`config.mk`:
```
export PLATFORM = sky130hd
export DESIGN_NAME = pipeline_sequencer
export DESIGN_NICKNAME = d
export VERILOG_FILES = /design/src/rtl/pipeline_sequencer.sv
export SDC_FILE = /design/constraint.sdc
export NUM_CORES = 1
export LEC_CHECK = 0
export BUFFER_PORTS_ARGS = -buffer_cell sky130_fd_sc_hd__buf_4
export CAP_MARGIN = 10
export CORE_MARGIN = 2
export CORE_UTILIZATION = 53
export CTS_CLUSTER_SIZE = 20
export DETAILED_ROUTE_END_ITERATION = 10
export HOLD_SLACK_MARGIN = 0.12
export PLACE_DENSITY_LB_ADDON = 0.05
export SYNTH_ARGS = -nofsm -noshare
export SYNTH_HDL_FRONTEND = slang
export SYNTH_SLANG_ARGS = --single-unit
```
`constraint.sdc`:
```
create_clock -name i_clk -period 3.8 [get_ports i_clk]
set_clock_uncertainty 0.1 [all_clocks]
set_input_delay 0.38 -clock i_clk [delete_from_list [all_inputs] [get_ports i_clk]]
set_output_delay 0.38 -clock i_clk [all_outputs]
set_load 0.05 [all_outputs]
```
`src/rtl/pipeline_sequencer.sv`:
```
// Run/step/drain controller driving PC and pipeline-register enables/flushes for a 5-stage RV32I core.
// Latency: strobes are combinational from state and hazard inputs; state and counters update on the next edge.
// Backpressure: load-use stalls freeze PC/IF-ID for one cycle; debug halt freezes everything the same cycle.
module pipeline_sequencer #(
    parameter int NB_REG_ADDR  = 5,
    parameter int NB_CNT       = 32,
    parameter int DRAIN_CYCLES = 3
) (
    input  logic                   i_clk,
    input  logic                   i_rst_n,
    input  logic                   i_start,
    input  logic                   i_step,
    input  logic                   i_halt_req,
    input  logic [6:0]             i_id_opcode,
    input  logic [NB_REG_ADDR-1:0] i_id_rs1,
    input  logic [NB_REG_ADDR-1:0] i_id_rs2,
    input  logic                   i_ex_MemRead,
    input  logic [NB_REG_ADDR-1:0] i_ex_rd,
    input  logic                   i_ex_take_branch,
    output logic                   o_pc_en,
    output logic                   o_if_id_en,
    output logic                   o_if_id_flush,
    output logic                   o_id_ex_flush,
    output logic                   o_pipe_en,
    output logic                   o_busy,
    output logic                   o_done,
    output logic [NB_CNT-1:0]      o_cycle_cnt
);

    localparam logic [2:0] ST_IDLE  = 3'd0;
    localparam logic [2:0] ST_RUN   = 3'd1;
    localparam logic [2:0] ST_STEP  = 3'd2;
    localparam logic [2:0] ST_DRAIN = 3'd3;
    localparam logic [2:0] ST_DONE  = 3'd4;

    localparam logic [6:0] OPC_SYSTEM = 7'b1110011;

    localparam int              NB_DRN   = (DRAIN_CYCLES < 2) ? 1 : $clog2(DRAIN_CYCLES + 1);
    localparam logic [NB_DRN-1:0] DRN_LOAD = NB_DRN'(DRAIN_CYCLES);
    localparam logic [NB_DRN-1:0] DRN_ONE  = NB_DRN'(1);

    logic [2:0]        state_q, state_d;
    logic [NB_DRN-1:0] drn_q, drn_d;
    logic [NB_CNT-1:0] cnt_q, cnt_d;

    logic       is_ecall;
    logic       load_use;
    logic [2:0] adv_next;

    assign is_ecall = (i_id_opcode == OPC_SYSTEM);
    assign load_use = i_ex_MemRead && (i_ex_rd != '0) &&
                      ((i_ex_rd == i_id_rs1) || (i_ex_rd == i_id_rs2));
    // After an ordinary advancing cycle RUN keeps running, STEP falls back to IDLE.
    assign adv_next = (state_q == ST_RUN) ? ST_RUN : ST_IDLE;

    // Strobe decode and next-state selection from current state and hazard inputs.
    always_comb begin
        o_pc_en       = 1'b0;
        o_if_id_en    = 1'b0;
        o_if_id_flush = 1'b0;
        o_id_ex_flush = 1'b0;
        o_pipe_en     = 1'b0;
        state_d       = state_q;
        drn_d         = drn_q;
        case (state_q)
            ST_IDLE: begin
                if (i_start) begin
                    state_d = ST_RUN;
                end else if (i_step) begin
                    state_d = ST_STEP;
                end
            end
            ST_RUN, ST_STEP: begin
                if ((state_q == ST_RUN) && i_halt_req) begin
                    // Freeze in place: nothing advances this cycle.
                    state_d = ST_IDLE;
                end else if (i_ex_take_branch) begin
                    // Wrong-path fetch squashed; this also kills an ECALL sitting in ID.
                    o_pc_en       = 1'b1;
                    o_if_id_en    = 1'b1;
                    o_if_id_flush = 1'b1;
                    o_id_ex_flush = 1'b1;
                    o_pipe_en     = 1'b1;
                    state_d       = adv_next;
                end else if (is_ecall) begin
                    // ECALL turns into a bubble; older instructions keep draining.
                    o_id_ex_flush = 1'b1;
                    o_pipe_en     = 1'b1;
                    state_d       = (DRAIN_CYCLES == 0) ? ST_DONE : ST_DRAIN;
                    drn_d         = DRN_LOAD;
                end else if (load_use) begin
                    o_id_ex_flush = 1'b1;
                    o_pipe_en     = 1'b1;
                    state_d       = adv_next;
                end else begin
                    o_pc_en    = 1'b1;
                    o_if_id_en = 1'b1;
                    o_pipe_en  = 1'b1;
                    state_d    = adv_next;
                end
            end
            ST_DRAIN: begin
                o_id_ex_flush = 1'b1;
                o_pipe_en     = 1'b1;
                drn_d         = drn_q - DRN_ONE;
                if (drn_q <= DRN_ONE) begin
                    state_d = ST_DONE;
                end
            end
            ST_DONE: begin
                state_d = ST_DONE;
            end
            default: begin
                state_d = ST_IDLE;
            end
        endcase
    end

    assign o_busy      = (state_q == ST_RUN) || (state_q == ST_STEP) || (state_q == ST_DRAIN);
    assign o_done      = (state_q == ST_DONE);
    assign o_cycle_cnt = cnt_q;
    assign cnt_d       = cnt_q + {{(NB_CNT-1){1'b0}}, o_pipe_en};

    // State, drain counter and executed-cycle counter registers.
    always_ff @(posedge i_clk) begin
        if (!i_rst_n) begin
            state_q <= ST_IDLE;
            drn_q   <= '0;
            cnt_q   <= '0;
        end else begin
            state_q <= state_d;
            drn_q   <= drn_d;
            cnt_q   <= cnt_d;
        end
    end

endmodule

```
=== Word level (Yosys, flattened, before mapping) ===
Index checks and enable logic that the tools add are counted.

* Bits in registers: 37
* Input bits: 29
* Output and inout port bits: 39
* Logic and storage cells: 57

* Add/sub/neg operators: 2
* $lt $le $gt $ge: 1
* Eq/ne operators: 12
* Muxes and demuxes: 27
* Reductions and logical operators: 12

{| class="wikitable"
|+ Operators by type and width
! cell !! count
|-
| $add A32 B1 Y32 || 1
|-
| $mux W1 || 14
|-
| $mux W2 || 6
|-
| $pmux W3 S4 || 1
|-
| $eq A5 B5 Y1 || 2
|-
| $mux W3 || 3
|-
| $ne A2 B2 Y1 const B || 4
|-
| $eq A7 B7 Y1 const B || 1
|-
| $eq A3 B2 Y1 const B || 2
|-
| $reduce_bool A5 Y1 || 1
|-
| $pmux W1 S2 || 2
|-
| $pmux W2 S2 || 1
|-
| $reduce_and A4 Y1 || 1
|-
| $eq A3 B1 Y1 const B || 1
|-
| $eq A3 B3 Y1 const B || 1
|-
| $logic_and A1 B1 Y1 || 3
|-
| $logic_not A3 Y1 || 1
|-
| $logic_or A1 B1 Y1 || 3
|-
| $ne A3 B3 Y1 const B || 1
|-
| $le A2 B1 Y1 const B || 1
|-
| $reduce_and A2 Y1 || 1
|-
| $reduce_bool A2 Y1 || 1
|-
| $reduce_or A2 Y1 || 1
|-
| $sub A2 B1 Y2 const B || 1
|}

=== Longest topological paths before layout ===
* Depth in word-level cells: 8
* Mapped depth: 10
* Mapped depth without buffers: 8

=== Least setup slack after synthesis ===
OpenSTA, ideal clock, no wires.

* Kind: reg-to-reg
* From: register state_q[0]
* To: register cnt_q[26] (netlist: o_cycle_cnt[26])
* Library setup time: 72 ps
* Arrival: 2,595 ps
* Required time: 3,628 ps
* Path slack: 1,034 ps
* Stages on the path, launching flop included: 11
* Path buffers: 2
* Clock period less this slack: 2,766 ps
* Cell sequence: dfxtp_1 > nor2b_1 > o21bai_1 > inv_1 > ha_1 > nand4_1 > or3_1 > clkbuf_1 > buf_2 > nor4_1 > mux2i_1

* Cells in the longest elaborated chain, start to end: 5
* Elaborated cells between the ends (all ways): 8
* Those cells by class: add/sub: 1; eq/ne: 3; mux: 2; reduce/logical: 2

{| class="wikitable"
|+ RTL lines
! item !! RTL line !! source
|-
| start, declared || 42 || <nowiki>logic [2:0] state_q, state_d;</nowiki>
|-
| start signal, assigned || 131 || <nowiki>state_q <= state_d;</nowiki>
|-
| $eq A3 B1 Y1 || 65, 74 ||
|-
| $logic_and A1 B1 Y1 || 74 || <nowiki>if ((state_q == ST_RUN) && i_halt_req) begin</nowiki>
|-
| $mux W1 || 74 ||
|-
| $pmux W1 S2 * || 65 || <nowiki>case (state_q)</nowiki>
|-
| via o_pipe_en || 24 || <nowiki>output logic o_pipe_en,</nowiki>
|-
| $add A32 B1 Y32 * || 122 || <nowiki>assign cnt_d = cnt_q + {{(NB_CNT-1){1'b0}}, o_pipe_en};</nowiki>
|-
| end signal, assigned || 133 || <nowiki>cnt_q <= cnt_d;</nowiki>
|-
| end, declared || 44 || <nowiki>logic [NB_CNT-1:0] cnt_q, cnt_d;</nowiki>
|}

Mark *: on every way through the listed nets, which the timed path passes. The rest lies on a longest branch.
A chain may end at the register's enable or synchronous reset.

=== Worst setup path after layout ===
* From: register state_q[0]
* To: register cnt_q[22] (netlist: o_cycle_cnt[22])

* Cells in the longest elaborated chain, start to end: 5
* Elaborated cells between the ends (all ways): 8
* Those cells by class: add/sub: 1; eq/ne: 3; mux: 2; reduce/logical: 2

{| class="wikitable"
|+ RTL lines
! item !! RTL line
|-
| $eq A3 B1 Y1 || 65, 74
|-
| $logic_and A1 B1 Y1 || 74
|-
| $mux W1 || 74
|-
| $pmux W1 S2 * || 65
|-
| $add A32 B1 Y32 * || 122
|}

Mark *: on every way between the ends. The rest lies on a longest branch, timed or not.

==> run metrics <==
run status=completed; Post-synth EDFFs=0; synthesized net count=around 270; number of synthesized register bits=37; post-synthesis sequential area ratio=0.380; first-pass GRT wire length=7.42 mm; Worst Hold Slack=0.259 ns; grt ovf=0; # DRC=0; Mapped Cells=between 200 and 250; vias in the first global route=1778; Clock Latency Late Sink=approximately 0.29 ns; Worst Path Arrival=2.83 ns; min Tclk post-route=2.72 ns; TritonCTS clock tree=yes; Fmax=0.368 GHz; GRT Total Usage=0.223; syn avg cell area=between 8 and 9 um2; Core Footprint=3610 um2; Net Sw Frac=0.235; Unique masters post-synth=39; Ports=68; placer congestion estimate=0.755; Die X=around 65 um; fin crit share=0.716; layout cell share with drive strength beyond 1=0.261; NumNets Final=330; Setup CP Type=flop to flop; remaining antenna violation count=0; Final Util=0.712; drt first-iter violations=81; internal power=646 uW; Post CTS Setup Buffer Count=0; DR WL/cell=around 13 um; Clock Power Share=0.419; worst vdd ir=between 0.00015 and 0.0002 V; RSZ-0062 raised after global routing=false; Vias/cell=around 5.6; Multi-input gate area=1120 um2; total clock sinks=37; Synthesis Warnings=0; Worst Setup End Kind=flop; number of port buffers=between 60 and 70; Final setup viols=0; HP Class=primary input to flop; largest net degree at the start of global routing=32; CTS root buf=clkbuf_8; leakage power=around 1.0 nW; DP HPWL=3.31 mm; Final Non-Filler Cells=347; maxcap violations=0; asr flop ratio synth=0; TritonCTS Buffers=5; Sw Pwr=198 uW; PwrDens=approximately 330 nW/um2; CP max FO=19; Antenna Cells=0; Most used DFF post-synth=dfxtp_1; Die ar.=4180 um2; Post-CTS Resized=0; final WL=4.48 mm; fillcell total=312; DR pass1 iterations=7; Layout area overhead=31.8%; cts hold-fix bufs=0; register area=741 um2; initial antenna violation count=0; Clock Path Buffers=2; vias=1941; CTS H-Tree Depth=2; Die Y-Extent=64.6 um; worst slew pin tran=0.981 ns; FP Rows=22; sequential power share=0.468; worst path required time=3.91 ns; relative slew slack=0.345; Comb pwr share=0.113; mapped cell area=1950 um2; Initial Util=0.540; clk slew on worst S/H paths=0.07 ns; largest cells by area after synthesis=dfxtp_1, xor2_1, a21oi_1; Synth top area share=0.380; Synth area leader=dfxtp_1; Fin Setup TNS=0 ns; placed insts=339; max-slew violations=0; final hold vios=0; crit start category=flop
[worst paths after layout]
path                                end  slack (ns)  depth (start not counted)                  startpoint
max          o_cycle_cnt[22]$_SDFF_PN0_        1.08                          8     state_q[0]$_SDFFE_PN0P_
min          o_cycle_cnt[19]$_SDFF_PN0_        0.26                          2                     i_rst_n
max reg2reg  o_cycle_cnt[22]$_SDFF_PN0_        1.08                          8     state_q[0]$_SDFFE_PN0P_
min reg2reg  o_cycle_cnt[23]$_SDFF_PN0_        0.40                          2  o_cycle_cnt[23]$_SDFF_PN0_
[synthesized netlist by cell type (all sizes together) (4+ instances only)]
library cell and instances:
dfxtp 37, nor3 8, or4 12, nand4 9, buf 4, clkbuf 8, nor2 21, o31ai 11
xor2 13, xnor2 10, nand2 14, nand3 12, inv 6, or3 9, a21oi 20, nor4 5
o21ai 10
[registers in the layout, indices dropped and copies added (netlist names)]
register     cells
state_q          3
o_cycle_cnt     32
drn_q            2
[metrics by stage]
stage	power, mW	setup WS [ns]	cell area, um2
2_1_floorplan	0.458	1.03	1950
3_3_place_gp	0.499	1.11	2450
3_5_place_dp	0.500	1.04	2450
4_1_cts	0.853	1.06	2570
5_1_grt	0.874	0.852	2570
6_report	0.844	1.08	2570
[cell type report]
cell class	count	share of cell area
clock buffers	7	0.0336
clock inverters	1	0.0117
inverters	6	0.00877
multi-input cells	181	0.438
flip-flops and latches	37	0.288
well taps	48	0.0234
repair buffers	67	0.196
[cell families after synthesis]
| logic type | Yosys count | share of synthesized area |
|---|---|---|
| simple gates | 105 | 0.295 |
| compound gates | 49 | 0.154 |
| flops | 37 | 0.380 |
| xor+xnor | 23 | 0.103 |
| buf+inv | 18 | 0.0424 |
| fa+ha+maj | 3 | 0.0193 |
| mux | 1 | 0.00514 |
[placed cells by master, fill, tap and decap left out, types with 3 or more instances in the layout]
cell and count:
a21oi_1 20, and2_1 3, and3_1 3, buf_4 67, clkbuf_8 6, dfxtp_1 37, ha_1 3, inv_1 6
nand2_1 14, nand3_1 12, nand4_1 9, nor2_1 21, nor3_1 8, nor4_1 5, o21ai_0 10, o31ai_1 11
or3_1 9, or4_1 11, xnor2_1 10, xor2_1 13
[power groups by stage]
stage	Clock [mW]	Combinational, mW	Sequential, mW
floorplan	0	0.0501	0.408
global placement	0	0.0955	0.404
detailed placement	0	0.0959	0.404
CTS	0.362	0.0962	0.395
global route	0.375	0.103	0.396
finish	0.353	0.0952	0.395
[routing by layer]
layer / track usage / share of wire
met5: 0 / 0
met2: 0.392 / 0.48
met4: 0.0691 / 0.014
met1: 0.260 / 0.44
met3: 0.0677 / 0.069
[worst max-delay path, stage by stage, from the launching register on]
cell and delay (ns):
dfxtp_1 0.41, nor2b_1 0.19, o21bai_1 0.11, inv_1 0.13, ha_1 0.21, nand4_1 0.17, or3_1 0.59, or4_1 0.54
a21oi_1 0.17
Power figures use the tool's default switching activity.
